[config.mk]
export PLATFORM = sky130hd
export DESIGN_NAME = mem_arbiter_multi
export DESIGN_NICKNAME = d
export VERILOG_FILES = /design/src/rtl/mem_arbiter_multi.sv
export SDC_FILE = /design/constraint.sdc
export NUM_CORES = 1
export LEC_CHECK = 0
export ABC_CLOCK_PERIOD_IN_PS = 4700
export CORE_ASPECT_RATIO = 0.8
export CORE_UTILIZATION = 45
export CTS_BUF_LIST = sky130_fd_sc_hd__clkbuf_4 sky130_fd_sc_hd__clkbuf_8 sky130_fd_sc_hd__clkbuf_16
export DETAILED_ROUTE_END_ITERATION = 8
export PLACE_DENSITY = 0.76
export SLEW_MARGIN = 15
export SYNTH_ARGS = -nofsm -noshare
export SYNTH_HDL_FRONTEND = slang
export SYNTH_SLANG_ARGS = --single-unit
[constraint.sdc]
create_clock -name clk -period 4.7 [get_ports clk]
set_input_delay 0.94 -clock clk [delete_from_list [all_inputs] [get_ports clk]]
set_output_delay 0.94 -clock clk [all_outputs]
set_load 0.02 [all_outputs]
[src/rtl/mem_arbiter_multi.sv]
// NUM_CH-channel arbiter onto the byte-serial RAM/IO bus: byte/half/word reads and writes,
// fixed or round-robin priority, flush abort of masked reads, IO write stalls.
module mem_arbiter_multi #(
   parameter int unsigned        NUM_CH     = 3,
   parameter int unsigned        ARB_MODE   = 0,
   parameter logic [NUM_CH-1:0]  FLUSH_MASK = {NUM_CH{1'b1}}
) (
   input  logic                 clk,
   input  logic                 rst,
   input  logic                 rdy,
   input  logic                 flush,
   input  logic [NUM_CH-1:0]    req_valid,
   input  logic [NUM_CH-1:0]    req_wr,
   input  logic [2*NUM_CH-1:0]  req_size,
   input  logic [NUM_CH-1:0]    req_signed,
   input  logic [32*NUM_CH-1:0] req_addr,
   input  logic [32*NUM_CH-1:0] req_wdata,
   output logic [NUM_CH-1:0]    resp_valid,
   output logic [32*NUM_CH-1:0] resp_data,
   input  logic                 io_buffer_full,
   input  logic [7:0]           mem_din,
   output logic [7:0]           mem_dout,
   output logic [31:0]          mem_a,
   output logic                 mem_wr
);

   localparam int unsigned CW = (NUM_CH > 1) ? $clog2(NUM_CH) : 1;

   typedef enum logic [1:0] {IDLE, ADDR, TAIL, IOWAIT} state_t;

   state_t            state;
   logic [CW-1:0]     ch_q, rr_ptr, grant_ch;
   logic [31:0]       addr_q, wdata_q, g_addr, g_wdata, rdata;
   logic [1:0]        idx, idx_nxt, last_q, g_size, din_i;
   logic              txn_wr, sgn_q, last_rd, din_v;
   logic              grant_ok, g_wr, g_sgn, io_stall, ext, flush_hit;
   logic [23:0]       rbuf;
   logic [NUM_CH-1:0] elig, ch_oh;
   logic [CW:0]       rr_sum;

   function automatic logic [1:0] last_idx(input logic [1:0] s);
      case (s)
         2'b00:   return 2'd0;
         2'b01:   return 2'd1;
         default: return 2'd3;
      endcase
   endfunction

   // Winner selection; a channel being answered this cycle is still holding a stale request.
   always_comb begin
      elig     = req_valid & ~resp_valid;
      grant_ok = 1'b0;
      grant_ch = '0;
      rr_sum   = '0;
      if (ARB_MODE == 0) begin
         for (int i = NUM_CH - 1; i >= 0; i--) begin
            if (elig[i]) begin
               grant_ok = 1'b1;
               grant_ch = CW'(i);
            end
         end
      end else begin
         for (int k = NUM_CH - 1; k >= 0; k--) begin
            rr_sum = {1'b0, rr_ptr} + (CW + 1)'(k);
            if (rr_sum >= (CW + 1)'(NUM_CH)) rr_sum = rr_sum - (CW + 1)'(NUM_CH);
            if (elig[rr_sum[CW-1:0]]) begin
               grant_ok = 1'b1;
               grant_ch = rr_sum[CW-1:0];
            end
         end
      end
   end

   always_comb begin
      g_wr    = 1'b0;
      g_sgn   = 1'b0;
      g_size  = 2'b00;
      g_addr  = '0;
      g_wdata = '0;
      ch_oh   = '0;
      for (int i = 0; i < NUM_CH; i++) begin
         if (grant_ch == CW'(i)) begin
            g_wr    = req_wr[i];
            g_sgn   = req_signed[i];
            g_size  = req_size[2*i +: 2];
            g_addr  = req_addr[32*i +: 32];
            g_wdata = req_wdata[32*i +: 32];
         end
         ch_oh[i] = (ch_q == CW'(i));
      end
   end

   // Last byte comes straight from mem_din; earlier bytes were captured into rbuf.
   always_comb begin
      ext = sgn_q & mem_din[7];
      case (last_q)
         2'd0:    rdata = {{24{ext}}, mem_din};
         2'd1:    rdata = {{16{ext}}, mem_din, rbuf[7:0]};
         default: rdata = {mem_din, rbuf};
      endcase
   end

   assign idx_nxt   = idx + 2'd1;
   assign flush_hit = flush && !txn_wr && |(FLUSH_MASK & ch_oh);
   assign io_stall  = (state == ADDR) && txn_wr && (addr_q[17:16] == 2'b11) && io_buffer_full;
   assign mem_wr    = (state == ADDR) && txn_wr && rdy && !io_stall;

   always_ff @(posedge clk) begin
      if (rst) begin
         state      <= IDLE;
         resp_valid <= '0;
         resp_data  <= '0;
         mem_a      <= '0;
         mem_dout   <= '0;
         rr_ptr     <= '0;
         idx        <= '0;
         ch_q       <= '0;
         addr_q     <= '0;
         wdata_q    <= '0;
         last_q     <= '0;
         txn_wr     <= 1'b0;
         sgn_q      <= 1'b0;
         last_rd    <= 1'b0;
         rbuf       <= '0;
         din_v      <= 1'b0;
         din_i      <= '0;
      end else begin
         // RAM answers every cycle, even while frozen, so track which byte mem_din carries.
         din_v <= (state == ADDR) && !txn_wr;
         din_i <= idx;
         if (din_v) begin
            case (din_i)
               2'd0:    rbuf[7:0]   <= mem_din;
               2'd1:    rbuf[15:8]  <= mem_din;
               2'd2:    rbuf[23:16] <= mem_din;
               default: ;
            endcase
         end
         if (rdy) begin
            resp_valid <= '0;
            case (state)
               IDLE: begin
                  if (!flush && grant_ok) begin
                     ch_q    <= grant_ch;
                     addr_q  <= g_addr;
                     wdata_q <= g_wdata;
                     last_q  <= last_idx(g_size);
                     txn_wr  <= g_wr;
                     sgn_q   <= g_sgn;
                     idx     <= '0;
                     if (ARB_MODE != 0)
                        rr_ptr <= (grant_ch == CW'(NUM_CH - 1)) ? '0 : grant_ch + CW'(1);
                     if (g_wr && (g_addr[17:16] == 2'b11) && last_rd) begin
                        state <= IOWAIT;
                     end else begin
                        state    <= ADDR;
                        mem_a    <= g_addr;
                        mem_dout <= g_wdata[7:0];
                        last_rd  <= !g_wr;
                     end
                  end
               end
               IOWAIT: begin
                  state    <= ADDR;
                  mem_a    <= addr_q;
                  mem_dout <= wdata_q[7:0];
                  last_rd  <= 1'b0;
               end
               ADDR: begin
                  if (flush_hit) begin
                     state <= IDLE;
                  end else if (!io_stall) begin
                     if (idx == last_q) begin
                        if (txn_wr) begin
                           resp_valid <= ch_oh;
                           state      <= IDLE;
                        end else begin
                           state <= TAIL;
                        end
                     end else begin
                        idx      <= idx_nxt;
                        mem_a    <= addr_q + 32'(idx_nxt);
                        mem_dout <= 8'(wdata_q >> {idx_nxt, 3'b000});
                     end
                  end
               end
               TAIL: begin
                  state <= IDLE;
                  if (!flush_hit) begin
                     resp_valid <= ch_oh;
                     for (int i = 0; i < NUM_CH; i++)
                        if (ch_oh[i]) resp_data[32*i +: 32] <= rdata;
                  end
               end
               default: state <= IDLE;
            endcase
         end
      end
   end

endmodule
== Word level (Yosys, flattened, before mapping) ==
Index checks and enable logic that the tools add are counted.

* Add/subtract/negate cells: 2
* Equal/unequal tests: 21
* Shifts and indexed selects: 1
* Multiplexer cells: 56
* Bitwise operators: 4
* Reductions and logical operators: 36

{| class="wikitable"
|+ Operators by type and width
! kind !! count
|-
| $mux W32 || 11
|-
| $pmux W32 S3 || 1
|-
| $pmux W32 S2 || 1
|-
| $mux W8 || 5
|-
| $add A32 B2 Y32 || 1
|-
| $mux W2 || 16
|-
| $shr A32 B5 Y8 || 1
|-
| $pmux W8 S3 || 1
|-
| $reduce_and A4 Y1 || 5
|-
| $mux W3 || 5
|-
| $eq A2 B2 Y1 const B || 7
|-
| $eq A2 B1 Y1 const B || 6
|-
| $logic_not A2 Y1 || 6
|-
| $logic_and A1 B1 Y1 || 11
|-
| $mux W1 || 11
|-
| $ne A2 B2 Y1 const B || 5
|-
| $pmux W2 S2 || 2
|-
| $pmux W2 S4 || 1
|-
| $reduce_and A7 Y1 || 1
|-
| $pmux W3 S2 || 1
|-
| $reduce_and A2 Y1 || 3
|-
| $reduce_and A6 Y1 || 1
|-
| $logic_not A1 Y1 || 4
|-
| $reduce_bool A2 Y1 || 2
|-
| 12 further kinds || 12
|}

* Bits in registers: 241
* Output and inout bits: 140
* Logic and storage cells: 140

== Depth between registers and ports, before layout ==
Gate-level depths: netlist (run 1).

* Depth after elaboration: 15
* Mapped depth: 13
* Gate-level depth less buffers: 11

== Worst setup path after synthesis (run 1) ==
Ideal clock, no wire load.

* Kind: register to register
* Start: register idx[0]
* End: register mem_a[28]
* Arrival: 2949 ps
* Slack: 1666 ps
* Stages on the path, launching flop included: 14
* Path buffers: 2
* Cells stage by stage: dfxtp_1 buf_2 buf_1 inv_1 nor2_1 or2_2 inv_1 fa_1 nand4b_1 nor4_1 nand3_1 o32ai_1 a21oi_1 a211oi_1

* Cells in the longest elaborated chain, start to end: 6

{| class="wikitable"
|+ Ends and longest elaborated chain
! what !! line !! RTL
|-
| start, declared || 34 || <nowiki>logic [1:0] idx, idx_nxt, last_q, g_size, din_i;</nowiki>
|-
| start signal, assigned || 181 || <nowiki>idx <= idx_nxt;</nowiki>
|-
| $add A2 B1 Y2 || 103 || <nowiki>assign idx_nxt = idx + 2'd1;</nowiki>
|-
| $add A32 B2 Y32 || 182 || <nowiki>mem_a <= addr_q + 32'(idx_nxt);</nowiki>
|-
| $mux W32 || 173 || <nowiki>if (idx == last_q) begin</nowiki>
|-
| $mux W32 || 172 || <nowiki>end else if (!io_stall) begin</nowiki>
|-
| $mux W32 || 170 || <nowiki>if (flush_hit) begin</nowiki>
|-
| $pmux W32 S3 || 141 || <nowiki>case (state)</nowiki>
|-
| end signal, assigned || 157 || <nowiki>mem_a <= g_addr;</nowiki>
|-
| end signal, assigned || 165 || <nowiki>mem_a <= addr_q;</nowiki>
|-
| end signal, assigned || 182 ||
|-
| end, declared || 23 || <nowiki>output logic [31:0] mem_a,</nowiki>
|}

Parallel ways exist; a longest one is shown, timed or not. The select of a mux whose other input is x is not followed.
A chain may end at the register's enable or synchronous reset.

== Worst setup path after layout (run 1) ==
* Start: input rdy
* End: output mem_wr

* Cells in the longest elaborated chain, start to end: 2

{| class="wikitable"
|+ Ends and longest elaborated chain
! what !! line !! RTL
|-
| start, declared || 10 || <nowiki>input logic rdy,</nowiki>
|-
| $logic_and A1 B1 Y1 (2 in series) || 106 || <nowiki>assign mem_wr = (state == ADDR) && txn_wr && rdy && !io_stall;</nowiki>
|-
| end, declared || 24 || <nowiki>output logic mem_wr</nowiki>
|}

Every way passes these cells.

==> flow_summary.json, run 1 <==
{
  "dr.pass1.iters": 8,
  "min_period_over_period_pct": 80.7,
  "antenna_found_initial": 3,
  "wl_met3_mm": 3.04,
  "ys_top_cells_by_area": "dfxtp_1 (43%), a211oi_1 (11%), nor2_1 (8.9%)",
  "nets": 1810,
  "grt_util_all_layers_pct": 27.8,
  "cts_tree": "built",
  "whs_path_depth": 2,
  "tightest_slew_ps": 1110,
  "rr_startpoint": "idx[1]",
  "start_kind": "input port",
  "die_x_um": 179,
  "gp_congestion": 0.883,
  "drive_gt1_share_pct": 6.88,
  "grt-ovfl-total": 0,
  "area_delta_synth_final_pct": 40.8,
  "drt_iter0_drc": 1128,
  "final_cells": 1920,
  "fin_crit_ps": 3790,
  "postCtsSetupBuffers": 0,
  "drt-met1-wl_mm": 15.5,
  "route.met2.wl_mm": 17.0,
  "ant_nets": 0,
  "layout_commonest_cell": "clkdlybuf4s50_1",
  "die_area_um2": 25600,
  "synth.distinct_cells": 69,
  "r2r_slack_ps": 1370,
  "clockBufferDepth": 3,
  "core_area_um2": 24400,
  "grt_pass1_vias": 10400,
  "highest_layer": "met4",
  "drc": 0,
  "most-common-layout-cells": "clkdlybuf4s50_1 (358), nor2_1 (265), dfxtp_1 (241)",
  "setup_tns_ps": 0,
  "synth_seq_area_share_pct": 43.0,
  "drv_cap": 0,
  "ys.flop_type": "dfxtp_1",
  "cts_buffers": 25,
  "arrival_ps": 2850,
  "dp_hpwl_mm": 26.2,
  "p_per_area_nw_per_um2": 340,
  "wl_per_cell_um": 19.1,
  "postLayoutSetupSlackWorst_ps": 907,
  "setup_viol": 0,
  "routed_wl_mm": 36.6,
  "syn_area_per_cell_um2": 8.64,
  "multi_input_area_um2": 5830,
  "vias": 11300,
  "seqCellArea_um2": 4820,
  "r2r_end": "mem_a[28]",
  "io_buffers": 359,
  "power_leakage_uw": 0.00542,
  "synth-seq-cells": 241,
  "dp_cells": 1873,
  "worstSetupPathType": "input port to output port",
  "grt_pass1_wl_mm": 56.3,
  "worstSetupStartpoint": "rdy",
  "hold_viol": 0,
  "synth_area_um2": 11200,
  "place_ws_ps": 853,
  "maxSlewHeadroom_pct": 25.5,
  "ir_worst_vdd_uv": 243,
  "status": "finished, final reports clean",
  "hold_buffers": 0,
  "synthCells": 1299,
  "endpoint": "mem_wr",
  "worstPathRequired_ps": 3760,
  "start_util_pct": 46.0,
  "cts_num_sinks": 241,
  "num_rows": 51,
  "viasPerCell": 5.88,
  "drv_slew": 0,
  "io-pin-count": 360,
  "die_y_um": 143,
  "cp_max_fo": 6,
  "fmax_ghz": 0.264,
  "synth_edf_count": 0,
  "clkLatencyLatePin_ps": 520,
  "htree_num_levels": 1,
  "clkTransAtPathRegs_ps": 60,
  "finClkSkew_ps": 16.8,
  "yosys.area.top_type": "dfxtp_1",
  "async_flop_share_pct": 0,
  "end_kind": "output port",
  "yosysTopAreaCellShare_pct": 43.0,
  "p_total_uw": 5370,
  "cts-root-buf": "clkbuf_16",
  "hp-class": "flip-flop to flip-flop",
  "cts-resized-gates": 0,
  "reg2reg_depth": 10,
  "syn_nets": 1527,
  "grt_max_degree": 127,
  "fill_cells": 2052,
  "rsz0062_at_grt": "false",
  "yosysWarnings": 0
}
logic make-up after synthesis:
| logic type | share of synthesized area [%] |
|---|---|
| XOR/XNOR | 0.312 |
| multiplexers | 5.48 |
| AND/OR/NAND/NOR | 17.1 |
| AO/OA/AOI/OAI | 27.7 |
| flip-flops | 43.0 |
| buffers and inverters | 5.43 |
| adder cells (fa/ha/maj) | 0.959 |
metal layers:
layer | vias up | GRT usage (%)
met5 | - | 0
met4 | 0 | 8.88
met3 | 67 | 5.83
met2 | 482 | 45.2
met1 | 5284 | 36.7
li1 | 5458 | -
report_power, final:
group / switching (µW) / internal, µW / leakage (µW)
Sequential: 90.3 / 2160 / 0.00196
Clock: 818 / 1260 / 0.000428
Combinational: 556 / 487 / 0.00303
synth_stat cells (8+ instances only):
library cell	instances
inv_1	14
o22ai_1	8
buf_1	12
a21o_1	9
dfxtp_1	241
buf_2	33
nand2_1	66
a31oi_1	9
nand2b_1	8
clkbuf_1	76
a211oi_1	165
a211oi_2	9
nand3_1	20
a221oi_1	12
nor2_1	266
nor3_1	14
mux2i_1	58
nand4_1	13
o21ai_0	32
a21oi_1	63
a222oi_1	61
per-stage QoR:
stage / utilization, % / instance area, µm² / hold slack (ps)
final: 64.8 / 15800 / 451
after global routing: 64.8 / 15800 / 474
after CTS: 64.8 / 15800 / 456
after detailed placement: 61.2 / 14900 / 447
after global placement: 61.2 / 14900 / 445
after floorplan: - / 11200 / 449
state kept, by name, summed over array words and instances, names as in the netlist:
name and cells:
state 2, ch_q 2, wdata_q 32, resp_data 96, last_q 2, din_v 1
sgn_q 1, resp_valid 3, din_i 2, mem_a 32, addr_q 32, txn_wr 1
idx 2, rbuf 24, last_rd 1, mem_dout 8
worst max-delay path, stage by stage:
cell and delay (ps):
clkdlybuf4s50_1 560, inv_1 120, nor3_1 510, clkdlybuf4s50_1 720
how the worst min path moves through the flow:
stage	start	endpoint	slack (ps)
final	resp_data[8]	resp_data[8]	450
after global routing	resp_data[8]	resp_data[8]	470
after CTS	resp_data[8]	resp_data[8]	460
after detailed placement	resp_data[8]	resp_data[8]	450
after global placement	resp_data[8]	resp_data[8]	450
after floorplan	last_rd	last_rd	450
area by class of cell:
| cell class | instances | share of cell area [%] |
|---|---|---|
| multi-input cells | 916 | 36.9 |
| flip-flops and latches | 241 | 30.5 |
| clock inverters | 9 | 0.840 |
| clock buffers | 35 | 4.67 |
| inverters | 15 | 0.356 |
| diodes | 3 | 0.0475 |
| well taps | 318 | 2.52 |
| repair buffers | 383 | 24.1 |
No activity file was read; power rests on OpenSTA's default activity.
==> run 2: changes to the inputs <==
--- a/config.mk
+++ b/config.mk
@@ -5,12 +5,12 @@
 export SDC_FILE = /design/constraint.sdc
 export NUM_CORES = 1
 export LEC_CHECK = 0
-export ABC_CLOCK_PERIOD_IN_PS = 4700
+export ABC_CLOCK_PERIOD_IN_PS = 3300
 export CORE_ASPECT_RATIO = 0.8
-export CORE_UTILIZATION = 45
+export CORE_UTILIZATION = 42
 export CTS_BUF_LIST = sky130_fd_sc_hd__clkbuf_4 sky130_fd_sc_hd__clkbuf_8 sky130_fd_sc_hd__clkbuf_16
 export DETAILED_ROUTE_END_ITERATION = 8
-export PLACE_DENSITY = 0.76
+export PLACE_DENSITY = 0.75
 export SLEW_MARGIN = 15
 export SYNTH_ARGS = -nofsm -noshare
 export SYNTH_HDL_FRONTEND = slang
==> constraint.sdc (replaced) <==
create_clock -name clk -period 3.3 [get_ports clk]
set_input_delay 0.66 -clock clk [delete_from_list [all_inputs] [get_ports clk]]
set_output_delay 0.66 -clock clk [all_outputs]
set_load 0.02 [all_outputs]
==> run 2 against run 1 <==
Effect of this change:
- the flow now finishes with violations (design-rule violations)
- design area up 1.6%
- cell count up 2.9%
- clock-buffer cell count up 2
- clock power grew 44%
- via count shrank 0.15%
- hold slack better by 8.9 ps
- routed wire length up 2.2%
- combinational power is 46% higher
- critical endpoint is now mem_a[28]
- largest power group unchanged
==> flow_summary.json, run 2 (same netlist as run 1, synthesis figures left out) <==
{
  "status": "finished with violations",
  "violations": "design-rule violations",
  "hold_buffers": 0,
  "gp_congestion": 0.861,
  "layout_commonest_cell": "clkdlybuf4s50_1",
  "vias": 11300,
  "area_delta_synth_final_pct": 43.0,
  "grt_pass1_vias": 10700,
  "fin_crit_ps": 3030,
  "io-pin-count": 360,
  "internal-power_uw": 5580,
  "drc": 1,
  "cts_tree": "built",
  "largest_reg_flops": 96,
  "setup_tns_ps": 0,
  "p_clk_share_pct": 38.8,
  "power_leakage_uw": 0.00553,
  "worstPathRequired_ps": 3750,
  "drive_gt1_share_pct": 7.86,
  "drv_slew": 0,
  "hp-class": "flip-flop to flip-flop",
  "setup_viol": 0,
  "drv_cap": 0,
  "cp_max_fo": 5,
  "seqCellArea_um2": 4820,
  "fmax_ghz": 0.330,
  "die_y_um": 148,
  "routed_wl_mm": 37.4,
  "die_area_um2": 27400,
  "combPwrFrac_pct": 19.7,
  "postCtsSetupBuffers": 0,
  "finClkSkew_ps": 16.8,
  "cts-resized-gates": 0,
  "swShare_pct": 27.7,
  "most-common-layout-cells": "clkdlybuf4s50_1 (358), nor2_1 (265), dfxtp_1 (241)",
  "rsz0062_at_grt": "false",
  "fill_cells": 2316,
  "grt_max_degree": 103,
  "grt_util_all_layers_pct": 26.7,
  "ant_nets": 0,
  "wl_per_cell_um": 18.9,
  "p_seq_share_pct": 41.5,
  "viasPerCell": 5.71,
  "postLayoutSetupSlackWorst_ps": 274,
  "arrival_ps": 3470,
  "die_x_um": 185,
  "io_buffers": 359,
  "cts_buffers": 26,
  "cts-root-buf": "clkbuf_16",
  "num_rows": 53,
  "tightest_slew_ps": 922,
  "clkTransAtPathRegs_ps": 60,
  "antenna_found_initial": 2,
  "drt_iter0_drc": 1072,
  "place_ws_ps": 272,
  "htree_num_levels": 1,
  "multi_input_area_um2": 5830,
  "ir_worst_vdd_uv": 345,
  "end_kind": "flip-flop",
  "core_area_um2": 26300,
  "netSwitchingPower_uw": 2140,
  "maxSlewHeadroom_pct": 38.3,
  "dr.pass1.iters": 9,
  "cts_num_sinks": 241,
  "worstSetupPathType": "flip-flop to flip-flop",
  "clkLatencyLatePin_ps": 530,
  "start_kind": "flip-flop",
  "largest_register": "resp_data",
  "hold_viol": 0,
  "p_per_area_nw_per_um2": 481,
  "nets": 1825,
  "utilization_pct": 61.1,
  "grt_pass1_wl_mm": 58.3,
  "clockBufferDepth": 3,
  "grt-ovfl-total": 0,
  "dp_hpwl_mm": 26.8,
  "min_period_over_period_pct": 91.7,
  "start_util_pct": 42.7
}
-- run 2: cell count changes in the layout (fill, tap and decap cells not counted), sizes merged --
cell    change
buf        +14
clkbuf      +2
bufinv      -1
clkinv      +1
diode       -1
inv         +1
-- run 2: path summary, 6_finish.rpt --
kind,startpoint,end,slack [ps],depth (start not counted)
max,idx[0],mem_a[28],270,11
min,resp_data[31],resp_data[31],460,2
max reg2reg,idx[0],mem_a[28],270,11
min reg2reg,resp_data[31],resp_data[31],460,2
-- run 2: critical path, stage by stage (launching register included) --
cell      delay (ps)
dfxtp_1          380
inv_1             90
nor2_1           130
or2_2            140
inv_1             50
fa_1             460
nand4b_1         380
nor4_1           530
nand3_1          170
o32ai_1          290
a21oi_1          100
a211oi_1         230
-- run 2: cell type report --
type	instances	share of cell area (%)
sequential	241	30.1
inverter	15	0.351
antenna	2	0.0312
multi-input combinational	916	36.4
timing repair buffer	397	24.9
tap	357	2.78
clock inverter	10	0.702
clock buffer	37	4.83
-- run 2: metal layers --
layer  vias to the layer above  wire [µm]  GRT usage (%)
met3                        54       2650           4.63
li1                       5491          -              -
met1                      5286      16700           36.5
met4                         0        820           6.61
met2                       443      17200           43.5
met5                         -          0              0
-- run 2: stage by stage --
stage | total power (µW) | area [µm²] | hold slack (ps) | cells
after floorplan | 4070 | 11200 | 449 | 1299
after global placement | 4740 | 15200 | 446 | 1926
after detailed placement | 4770 | 15200 | 451 | 1926
after CTS | 7760 | 16000 | 460 | 1973
after global routing | 8030 | 16100 | 487 | 1975
final | 7720 | 16100 | 460 | 1975
-- run 2: power by group through the flow --
stage               logic (µW)  registers, µW  clock network (µW)
floorplan                  756           3320                   0
CTS                       1520           3200                3050
global route              1640           3220                3160
detailed placement        1510           3260                   0
finish                    1520           3200                3000
global placement          1480           3260                   0
